===== src/rtl/inst_fetch_queue.sv =====
// inst_fetch_queue: circular FIFO decoupling fetch from decode.
// Holds {IR, PC, NPC} per entry, presents the oldest entry to decode,
// squashes everything on flush and blocks pushes once a HALT is enqueued.
module inst_fetch_queue #(
  parameter int DEPTH = 8,
  parameter int PTR_W = $clog2(DEPTH),
  parameter int CNT_W = $clog2(DEPTH + 1)
) (
  input  logic             clk,
  input  logic             rst,
  input  logic             if_valid_i,
  input  logic [31:0]      if_IR_i,
  input  logic [63:0]      if_PC_i,
  input  logic [63:0]      if_NPC_i,
  input  logic             dispatch_en_i,
  input  logic             flush_i,
  output logic [31:0]      if_id_IR_o,
  output logic [63:0]      if_id_PC_o,
  output logic [63:0]      if_id_NPC_o,
  output logic             if_id_valid_inst_o,
  output logic             fq_full_o,
  output logic             fq_empty_o,
  output logic [CNT_W-1:0] fq_count_o,
  output logic             fq_halted_o
);

  // Alpha-style encodings: canonical no-op and the PAL halt call.
  localparam logic [31:0] NOOP_INST = 32'h47ff_041f;
  localparam logic [5:0]  PAL_INST  = 6'h00;
  localparam logic [25:0] PAL_HALT  = 26'h555;

  typedef struct packed {
    logic [31:0] ir;
    logic [63:0] pc;
    logic [63:0] npc;
  } fq_entry_t;

  fq_entry_t        mem [DEPTH];
  logic [PTR_W-1:0] head, tail;
  logic [CNT_W-1:0] count;
  logic             halted;

  logic push, pop, is_halt;
  fq_entry_t head_ent;

  // Full/empty decode registered count only, so fetch sees the pre-edge state.
  assign fq_full_o   = (count == CNT_W'(DEPTH));
  assign fq_empty_o  = (count == '0);
  assign fq_count_o  = count;
  assign fq_halted_o = halted;

  // Flush squashes any same-cycle traffic; pop never bypasses a push into empty.
  assign push    = if_valid_i & ~fq_full_o & ~halted & ~flush_i;
  assign pop     = dispatch_en_i & ~fq_empty_o & ~flush_i;
  assign is_halt = (if_IR_i[31:26] == PAL_INST) && (if_IR_i[25:0] == PAL_HALT);

  // Head presentation: NOOP/0/0 whenever the queue is empty.
  always_comb begin
    head_ent           = mem[head];
    if_id_valid_inst_o = ~fq_empty_o;
    if_id_IR_o         = NOOP_INST;
    if_id_PC_o         = '0;
    if_id_NPC_o        = '0;
    if (~fq_empty_o) begin
      if_id_IR_o  = head_ent.ir;
      if_id_PC_o  = head_ent.pc;
      if_id_NPC_o = head_ent.npc;
    end
  end

  // Entry storage; contents are don't-care after reset, so no reset here.
  always_ff @(posedge clk) begin
    if (push) mem[tail] <= '{ir: if_IR_i, pc: if_PC_i, npc: if_NPC_i};
  end

  // Pointer, occupancy and halt state; flush has top priority after reset.
  always_ff @(posedge clk or posedge rst) begin
    if (rst) begin
      head   <= '0;
      tail   <= '0;
      count  <= '0;
      halted <= 1'b0;
    end else if (flush_i) begin
      head   <= '0;
      tail   <= '0;
      count  <= '0;
      halted <= 1'b0;
    end else begin
      if (push) tail <= tail + PTR_W'(1);
      if (pop)  head <= head + PTR_W'(1);
      if (push && !pop)      count <= count + CNT_W'(1);
      else if (pop && !push) count <= count - CNT_W'(1);
      if (push && is_halt) halted <= 1'b1;
    end
  end

endmodule

===== config.mk =====
export PLATFORM = sky130hd
export DESIGN_NAME = inst_fetch_queue
export DESIGN_NICKNAME = d
export VERILOG_FILES = /design/src/rtl/inst_fetch_queue.sv
export SDC_FILE = /design/constraint.sdc
export NUM_CORES = 1
export LEC_CHECK = 0
export ABC_CLOCK_PERIOD_IN_PS = 13850
export CAP_MARGIN = 40
export CORE_MARGIN = 2
export CORE_UTILIZATION = 53
export CTS_CLUSTER_DIAMETER = 200
export DETAILED_ROUTE_END_ITERATION = 8
export GPL_TIMING_DRIVEN = 0
export PLACE_DENSITY = 0.76
export SLEW_MARGIN = 20
export SYNTH_ARGS = -nofsm -noshare
export SYNTH_HDL_FRONTEND = slang
export SYNTH_SLANG_ARGS = --single-unit
export TNS_END_PERCENT = 10

===== constraint.sdc =====
create_clock -name clk -period 13.85 [get_ports clk]
set_clock_uncertainty 0.2 [all_clocks]
set_input_delay 2.77 -clock clk [delete_from_list [all_inputs] [get_ports clk]]
set_output_delay 2.77 -clock clk [all_outputs]
set_load 0.01 [all_outputs]

==> flow_summary.yaml <==
run_status:
  outcome: "complete, no violations"
synthesis:
  ys_seq_area_share_pct: 78.5
  synth_edf_count: 1280
  synth-main-ff-cell: "edfxtp_1"
  syn-instance-count: 2127
  yosysUniqueCellTypes: 41
  syn_area_per_cell_um2: 23.2
  synth_area_leaders: "edfxtp_1 78%, mux4_2 15%, mux2i_1 3.3%"
  synth-async-reset-ratio_pct: 0.852
  yosysTopAreaCell: "edfxtp_1"
  yosys_register_bits: 1291
  synth_common_cells: "1,280 x edfxtp_1, 320 x mux4_2, 161 x mux2i_1, 152 x nor2_1, 38 x buf_2"
  ys_warn_count: 0
  synth.most_common_cell: "edfxtp_1"
  yosysTopAreaCellShare_pct: 78.0
  syn-cell-area_um2: 49300
  syn_nets: 2297
place:
  numPortBuffers: 332
  pre_cts_ws_ps: 7030
  gp_congestion: 0.808
  place_area_um2: 56100
  dp_hpwl_um: 73900
  placedCellCount: 3808
route:
  top_layer: "met5"
  wl_met2_um: 57700
  drcViolationCount: 0
  drt_pass1_iterations: 5
  wl_per_cell_um: 28.0
  wl_met1_um: 43900
  final_antenna_net_count: 0
  drt_wl_total_um: 113000
  drtIter0Drc: 2435
  wl_met3_um: 8610
  vias: 24100
  viasPerCell: 5.95
floorplan:
  floorplan.die.width_um: 309
  start_util_pct: 53.6
  die_area_um2: 95500
  num_rows: 111
  die_height_um: 309
  core_um2: 91900
  num_io_pins: 333
critical_path:
  cp_data_required_time_ps: 10880
  reg2reg_setup_slack_ps: 9580
  worstSetupPathType: "reg2out"
  path_max_fanout: 10
  start_kind: "flip-flop"
  regToRegStartpoint: "fq_count_o[0]"
  ff2ff_path_depth: 13
  worstReg2RegEnd: "mem[1][123]"
  arrival_ps: 4020
  crit_start: "fq_count_o[0]"
  cp-endpoint: "if_id_NPC_o[51]"
  endpoint_kind: "output port"
clock_tree:
  htreeDepth: 4
  clockBufferDepth: 3
  cts_tree: "done"
  clockRootBuffer: "clkbuf_16"
  ctsResizeCount: 0
  cts_hold_buf: 0
  clk_pin_slew_worst_paths_ps: 60
  post_cts_buffers: 0
  numCtsBuffers: 131
  clock_latency_ps: 740
  clock_sinks: 1291
finish:
  nets: 2868
  layout-drive-gt1-share_pct: 24.9
  area_growth_pct: 22.4
  final_core_util_pct: 65.6
  design_area_um2: 60300
  layout.cells.non_filler: 4049
power_and_ir_drop:
  p_leak_nw: 18.8
  p_per_area_nw_per_um2: 183
  finalPower_mw: 11.0
  ir_drop_mv: 0.145
timing:
  drv_slew: 0
  setup_viol: 0
  worst_pin_slew_ps: 839
  fmax_mhz: 143
  fin_ws_ps: 6860
  rsz0062_at_grt: "false"
  hold_violations: 0
  period_share_pct: 50.5
  period_minus_slack_ps: 6990
  slew_headroom_pct: 44.1
global_route:
  grtUsageTotal_pct: 24.2
  grt_pass1_wl_um: 166000
  grt_overflow: 0
  grt_antenna_before_repair: 18
  grt_start_max_net_pins: 21
  grt_pass1_vias: 25072
hold_path:
  worstHoldPathType: "reg2reg"
run:
  max_cap_viol_count: 0
[logic make-up (layout without fill, tap and decap cells)]
kind of cell	Yosys count	after routing	share of synthesized area, %
mux	481	481	17.9
fa+ha+maj	5	5	0.142
flops	1291	1291	78.5
simple gates	210	210	1.76
xor+xnor	5	5	0.0888
buf+inv	117	789	1.28
other cells	0	7	0
compound gates	18	18	0.312
[metrics by stage]
step | hold WS, ps | TNS, ps
final | 391 | 0
after global placement | 366 | -7525390
after floorplan | 344 | -209260
after detailed placement | 373 | 0
after CTS | 381 | 0
after global routing | 443 | 0
[worst min path at each step]
stage                     slack [ps]  cells past startpoint           to        start
after floorplan                  340                      2      tail[0]      tail[0]
final                            390                      2  fq_halted_o  fq_halted_o
after CTS                        380                      2  fq_halted_o  fq_halted_o
after detailed placement         370                      2  fq_halted_o  fq_halted_o
after global routing             440                      2  fq_halted_o  fq_halted_o
after global placement           370                      2      tail[0]      tail[0]
[cells in the final DEF (no fill, tap or decap), types with 24 or more instances in the layout]
cell type and count:
buf_16 28, nand2_1 28, clkbuf_16 136, buf_2 38
mux4_2 320, clkdlybuf4s50_1 332, clkinv_2 24, mux2i_1 161
clkinv_1 26, buf_12 31, nor2_1 146, clkbuf_1 50
buf_4 48, edfxtp_1 1280
[per-layer routing]
layer | global-route usage, % | vias to the layer above
li1 | - | 10095
met1 | 32.3 | 12788
met2 | 40.4 | 1023
met3 | 5.05 | 176
met4 | 7.56 | 18
met5 | 0 | -
[registers in the layout, indices dropped and copies added, names as in the netlist]
signal       flops
mem           1280
fq_count_o       4
head             3
fq_halted_o      1
tail             3
[report_power, final]
group / leakage, nW / switching [mW] / internal (mW) / total, mW
combinational: 5.08 / 1.58 / 1.54 / 3.12
sequential: 11.7 / 0.0415 / 4.44 / 4.48
clock: 2.05 / 1.43 / 1.99 / 3.42
[layout make-up]
| class | instances | area (µm²) |
|---|---|---|
| multi-input combinational | 719 | 10000 |
| sequential | 1291 | 38700 |
| clock inverter | 74 | 682 |
| buffer | 109 | 597 |
| fill | 5780 | 31600 |
| timing repair buffer | 438 | 5220 |
| tap | 1243 | 1560 |
| inverter | 8 | 35.0 |
| clock buffer | 160 | 3500 |
| antenna | 7 | 17.5 |
[worst max-delay path: stages, from the launching register on]
cell and delay, ps:
dfrtp_1 470, nor3_1 340, nand2_1 160, inv_2 380
buf_2 510, clkbuf_1 570, nor2_1 270, clkdlybuf4s50_1 550
Note: power is estimated with default switching activity, not from simulation.
